File: src/rtl/morse_symbolizer.sv
// Morse key level to symbol stream (DOT/DASH/LETTER_END/WORD_END) through a 2-entry valid/ready FIFO.
// Optional MORSE_GLITCH_REJECT_EN: presses shorter than GLITCH_TICKS are discarded instead of classified.
module morse_symbolizer #(
  parameter int DASH_TICKS       = 24,
  parameter int LETTER_GAP_TICKS = 36,
  parameter int WORD_GAP_TICKS   = 84,
  parameter int GLITCH_TICKS     = 3
) (
  input  logic       clk,
  input  logic       reset,
  input  logic       key_i,
  input  logic       ready_i,
  output logic [1:0] symbol_o,
  output logic       valid_o,
  output logic       letter_pending_o,
  output logic       overflow_o
);
  localparam int CW = $clog2(WORD_GAP_TICKS + 1);
  localparam logic [CW-1:0] DASH_C = CW'(DASH_TICKS);
  localparam logic [CW-1:0] WG_C   = CW'(WORD_GAP_TICKS);
  localparam logic [CW:0]   LG_N   = (CW+1)'(LETTER_GAP_TICKS);
  localparam logic [CW:0]   WG_N   = (CW+1)'(WORD_GAP_TICKS);

  localparam logic [1:0] SYM_DOT  = 2'b00;
  localparam logic [1:0] SYM_DASH = 2'b01;
  localparam logic [1:0] SYM_LEND = 2'b10;
  localparam logic [1:0] SYM_WEND = 2'b11;

  if (WORD_GAP_TICKS <= DASH_TICKS || WORD_GAP_TICKS <= LETTER_GAP_TICKS ||
      LETTER_GAP_TICKS < 2 || GLITCH_TICKS < 1) begin : g_bad_params
    $error("morse_symbolizer: inconsistent tick thresholds");
  end

  typedef enum logic [1:0] {IDLE, PRESS, GAP, LGAP} state_t;

  state_t          r_state;
  logic [CW-1:0]   r_count;
  logic            r_lp;
  logic [1:0]      r_mem [0:1];
  logic [1:0]      r_cnt;
  logic            r_ovf;

  logic [CW:0]     w_next;
  logic [CW-1:0]   w_inc;
  logic            w_glitch;
  logic            w_push;
  logic [1:0]      w_sym;
  logic            w_pop;

  // w_next is the length of the current run including this sample
  assign w_next = {1'b0, r_count} + 1'b1;
  assign w_inc  = (r_count == WG_C) ? r_count : r_count + 1'b1;

`ifdef MORSE_GLITCH_REJECT_EN
  assign w_glitch = (r_count < CW'(GLITCH_TICKS));
`else
  assign w_glitch = 1'b0;
`endif

  always_comb begin
    w_push = 1'b0;
    w_sym  = SYM_DOT;
    if (!key_i) begin
      case (r_state)
        PRESS: if (!w_glitch) begin
          w_push = 1'b1;
          w_sym  = (r_count < DASH_C) ? SYM_DOT : SYM_DASH;
        end
        GAP:  if (w_next == LG_N) begin w_push = 1'b1; w_sym = SYM_LEND; end
        LGAP: if (w_next == WG_N) begin w_push = 1'b1; w_sym = SYM_WEND; end
        default: ;
      endcase
    end
  end

  always_ff @(posedge clk) begin
    if (reset) begin
      r_state <= IDLE;
      r_count <= '0;
      r_lp    <= 1'b0;
    end else begin
      case (r_state)
        IDLE: if (key_i) begin
          r_state <= PRESS;
          r_count <= CW'(1);
        end
        PRESS: begin
          if (key_i) begin
            r_count <= w_inc;
          end else if (w_glitch) begin
            // a rejected blip inside a letter keeps timing the gap; otherwise the line is idle
            r_state <= r_lp ? GAP : IDLE;
            r_count <= CW'(1);
          end else begin
            r_lp    <= 1'b1;
            r_state <= GAP;
            r_count <= CW'(1);
          end
        end
        GAP: begin
          if (key_i) begin
            r_state <= PRESS;
            r_count <= CW'(1);
          end else begin
            r_count <= w_inc;
            if (w_next == LG_N) begin
              r_lp    <= 1'b0;
              r_state <= LGAP;
            end
          end
        end
        LGAP: begin
          if (key_i) begin
            r_state <= PRESS;
            r_count <= CW'(1);
          end else if (w_next == WG_N) begin
            r_state <= IDLE;
          end else begin
            r_count <= w_inc;
          end
        end
        default: r_state <= IDLE;
      endcase
    end
  end

  assign w_pop = (r_cnt != 2'd0) && ready_i;

  always_ff @(posedge clk) begin
    if (reset) begin
      r_mem[0] <= SYM_DOT;
      r_mem[1] <= SYM_DOT;
      r_cnt    <= 2'd0;
      r_ovf    <= 1'b0;
    end else begin
      case ({w_push, w_pop})
        2'b01: begin
          r_mem[0] <= r_mem[1];
          r_cnt    <= r_cnt - 2'd1;
        end
        2'b10: begin
          if (r_cnt == 2'd2) begin
            r_ovf <= 1'b1;
          end else begin
            r_mem[r_cnt[0]] <= w_sym;
            r_cnt           <= r_cnt + 2'd1;
          end
        end
        2'b11: begin
          if (r_cnt == 2'd2) begin
            r_mem[0] <= r_mem[1];
            r_mem[1] <= w_sym;
          end else begin
            r_mem[0] <= w_sym;
          end
        end
        default: ;
      endcase
    end
  end

  assign valid_o          = (r_cnt != 2'd0);
  assign symbol_o         = valid_o ? r_mem[0] : SYM_DOT;
  assign letter_pending_o = r_lp;
  assign overflow_o       = r_ovf;

endmodule

File: config.mk
export PLATFORM = sky130hd
export DESIGN_NAME = morse_symbolizer
export DESIGN_NICKNAME = d
export VERILOG_FILES = /design/src/rtl/morse_symbolizer.sv
export SDC_FILE = /design/constraint.sdc
export NUM_CORES = 1
export LEC_CHECK = 0
export BUFFER_PORTS_ARGS = -buffer_cell sky130_fd_sc_hd__buf_2
export CAP_MARGIN = 20
export CORE_MARGIN = 2
export CORE_UTILIZATION = 50
export DETAILED_ROUTE_END_ITERATION = 10
export PLACE_DENSITY = 0.76
export RECOVER_POWER = 25
export SYNTH_ARGS = -nofsm -noshare
export SYNTH_HDL_FRONTEND = slang
export SYNTH_SLANG_ARGS = --single-unit
File: constraint.sdc
create_clock -name clk -period 5.85 [get_ports clk]
set_clock_uncertainty 0.05 [all_clocks]
set_input_delay 0.585 -clock clk [delete_from_list [all_inputs] [get_ports clk]]
set_output_delay 0.585 -clock clk [all_outputs]
set_load 0.01 [all_outputs]
==> results.py <==
metrics = {
    "run_status": {
        "outcome": "finished clean",
    },
    "timing": {
        "report.final.hold_viol_count": 0,
        "slew-limit-headroom": 0.5320,
        "finalWorstPathRequiredPeriod_ps": 2468,
        "max_slew_violation_count": 0,
        "timing.fmax_mhz": 405.1,
        "rsz0062_at_grt": "false",
        "final-setup-viol-count": 0,
        "tightestPinTransition_ps": 700.4,
        "layout_worst_path_cycle_share": 0.4219,
        "finalSetupTns_ps": 0,
    },
    "pwr": {
        "leakagePower_nw": 0.4237,
        "ir_worst_vdd_mv": 0.1036,
        "power_density_mw_per_mm2": 186.5,
        "power_mw": 0.2257,
    },
    "worst_setup_path": {
        "critPathSlowestCell": "sky130_fd_sc_hd__nor3b_1",
        "crit_path_max_incr_delay_ps": 610,
        "worstPathRequired_ps": 5790,
        "critical_path_startpoint_category": "flop",
        "reg2reg_slack_ps": 3380,
        "critical_path_class": "flop to flop",
        "r2r_start": "r_count[0]",
        "cp-startpoint": "r_count[0]",
        "cp-endpoint": "r_mem[0][0]",
        "endpoint_kind": "flop",
        "timing.reg2reg.worst_path_depth": 5,
        "worst-path-max-fanout": 5,
        "critPathArrivalTime_ps": 2400,
        "regToRegEndpoint": "r_mem[0][0]",
        "path_cells": "ha_1 -> nor3b_1 -> nand3_1 -> and2_1 -> o311ai_1",
    },
    "placed_design": {
        "portBuffers": 8,
        "finalWeightedCongestion": 0.8560,
        "dp_hpwl_um": 1728,
        "place_inst": 162,
    },
    "floorplanning": {
        "fp.coreArea_mm2": 0.002212,
        "overall_die_area_mm2": 0.002751,
        "core.rowCount": 17,
        "die-height_um": 52.45,
        "start_util": 0.5305,
        "die-width_um": 52.45,
        "num_io_pins": 9,
    },
    "detailed_routing": {
        "finalWirelength_um": 2388,
        "post-route-drc-count": 0,
        "first_pass_drt_iterations": 5,
        "antenna_violating_nets_post_route": 0,
        "detailedRoute.firstIterationViolations": 27,
        "detailroute.via_count": 1021,
        "drt-vias-per-instance": 6.151,
        "drt-wirelength-per-cell_um": 14.39,
    },
    "cts": {
        "cts_root_buf": "sky130_fd_sc_hd__clkbuf_4",
        "clock_sink_count": 17,
        "cts_max_path_buffers": 2,
        "clock_tree_from_tritoncts": "done",
        "numCtsBuffers": 3,
        "cts_hold_buffers": 0,
        "worstSkewPairLatency_ps": 310,
        "postCtsSetupRepairBufs": 0,
        "cts-resized-gates": 0,
        "ctsHtreeMaxLevel": 1,
        "path_clk_slew_ps": 100,
    },
    "run": {
        "timing.max_cap.violations": 0,
    },
    "hold_path": {
        "hold_path.startpoint": "overflow_o",
        "worstHoldPathType": "flop to flop",
    },
    "yosys": {
        "synth_async_sr_flop_share": 0,
        "netlist_area_mm2": 0.001174,
        "netlist.top_cell.by_area": "sky130_fd_sc_hd__dfxtp_1",
        "netlist_top_cells_area": "sky130_fd_sc_hd__dfxtp_1, sky130_fd_sc_hd__edfxtp_1, sky130_fd_sc_hd__nand2_1",
        "synth.yosys.warnings": 0,
        "synth.yosys.seq_area_share": 0.3241,
        "syn-instance-count": 134,
        "yosys-top-cells-count": "sky130_fd_sc_hd__dfxtp_1, sky130_fd_sc_hd__nand2_1, sky130_fd_sc_hd__nor2_1",
        "synth_cell_types": 49,
        "synth_nets": 140,
        "post_synth.cell_area_avg_um2": 8.758,
        "synth-edff-count": 4,
        "commonest_register_cell_after_synthesis": "sky130_fd_sc_hd__dfxtp_1",
        "synth.ff_latch_count": 17,
        "synth_top_area_frac": 0.2217,
    },
    "global_routing": {
        "grt_max_degree": 18,
        "vias_in_the_first_global_route": 889,
        "overflow": 0,
        "grt_antenna_before_repair": 0,
        "grt.total_usage": 0.2097,
        "wire_length_of_the_first_global_routing_pass_um": 4146,
    },
    "finish": {
        "antennaDiodeCount": 0,
        "layout_cells_sized_above_1": 0.1522,
        "final_core_util": 0.5469,
        "final_cells": 166,
        "filler_cell_count": 219,
        "multi_input_comb_area_um2": 711.9,
        "num-nets-final": 145,
        "sequential_cell_area_um2": 380.4,
        "signed_area_change_from_the_synthesized_netlist_to_the_final_layout_pct": 3.092,
    },
}
[cells by family (layout without fill, tap and decap cells)]
family | after synthesis | count (layout) | synth area share
simple gates | 55 | 55 | 0.2836
fa+ha+maj | 2 | 2 | 0.02132
flops | 17 | 17 | 0.3241
xor+xnor | 4 | 4 | 0.02986
mux | 2 | 2 | 0.01706
buf+inv | 13 | 17 | 0.05970
compound gates | 41 | 41 | 0.2644
[per-layer routing]
layer / up-vias / GRT usage / routed length [um]
li1: 509 / - / -
met4: 0 / 0.1239 / 57
met1: 480 / 0.2832 / 1151
met5: - / 0 / 0
met3: 5 / 0.03429 / 105
met2: 27 / 0.3125 / 1073
[worst max-delay path, delay by kind of cell (launching register included)]
family,cells,cell delay [ps]
flops,1,390
fa+ha+maj,1,240
simple gates,3,1080
compound gates,1,390
[power by group]
group          switching [mW]  internal, mW  leakage, nW
combinational          0.0183        0.0117        0.261
sequential            0.00415         0.124        0.148
clock                  0.0408        0.0267       0.0150
total                  0.0632         0.162        0.424
[cell usage in the layout, fill, tap and decap left out, types with 2 or more instances in the layout]
| cell type | instances |
|---|---|
| sky130_fd_sc_hd__mux2i_1 | 2 |
| sky130_fd_sc_hd__o311ai_1 | 2 |
| sky130_fd_sc_hd__buf_2 | 6 |
| sky130_fd_sc_hd__a211oi_2 | 2 |
| sky130_fd_sc_hd__clkbuf_4 | 3 |
| sky130_fd_sc_hd__or2_2 | 2 |
| sky130_fd_sc_hd__xnor2_1 | 2 |
| sky130_fd_sc_hd__xor2_1 | 2 |
| sky130_fd_sc_hd__a21oi_1 | 8 |
| sky130_fd_sc_hd__nand2b_1 | 2 |
| sky130_fd_sc_hd__o2bb2ai_1 | 2 |
| sky130_fd_sc_hd__o21ai_0 | 8 |
| sky130_fd_sc_hd__nor3b_1 | 2 |
| sky130_fd_sc_hd__inv_1 | 5 |
| sky130_fd_sc_hd__nor2_1 | 11 |
| sky130_fd_sc_hd__and3b_1 | 2 |
| sky130_fd_sc_hd__nand3_1 | 4 |
| sky130_fd_sc_hd__a21o_1 | 3 |
| sky130_fd_sc_hd__a31oi_1 | 3 |
| sky130_fd_sc_hd__ha_1 | 2 |
| sky130_fd_sc_hd__dfxtp_1 | 13 |
| sky130_fd_sc_hd__a311oi_1 | 3 |
| sky130_fd_sc_hd__a21oi_4 | 2 |
| sky130_fd_sc_hd__nor3_1 | 3 |
| sky130_fd_sc_hd__and2_1 | 4 |
| sky130_fd_sc_hd__nand2_1 | 13 |
| sky130_fd_sc_hd__o2111ai_1 | 2 |
| sky130_fd_sc_hd__clkbuf_1 | 3 |
| sky130_fd_sc_hd__edfxtp_1 | 4 |
[registers in the layout, summed over array words and instances, names as in the netlist]
signal	flops
letter_pending_o	1
overflow_o	1
r_cnt	2
r_count	7
r_mem	4
r_state	2
[cell type report]
| class | instances | area share |
|---|---|---|
| clock buffers | 4 | 0.02172 |
| inverters | 5 | 0.01551 |
| multi-input cells | 104 | 0.5884 |
| flip-flops and latches | 17 | 0.3144 |
| well taps | 28 | 0.02896 |
| repair buffers | 8 | 0.03102 |
[worst min path at each step]
stage                       endpoint  slack [ps]  cells after the start
floorplan                 overflow_o         450                      2
global route        letter_pending_o         490                      2
finish                    overflow_o         440                      2
detailed placement        overflow_o         410                      2
CTS                       overflow_o         440                      2
global placement          overflow_o         400                      2
[stage by stage]
stage	setup slack (ps)	hold slack (ps)	cell area [um2]
after floorplan	3910	452.9	1174
after global placement	3825	396.4	1197
after detailed placement	3738	412.8	1197
after CTS	3745	439.0	1224
after global routing	3209	488.2	1210
final	3382	439.8	1210
(Power assumes the default switching activity.)
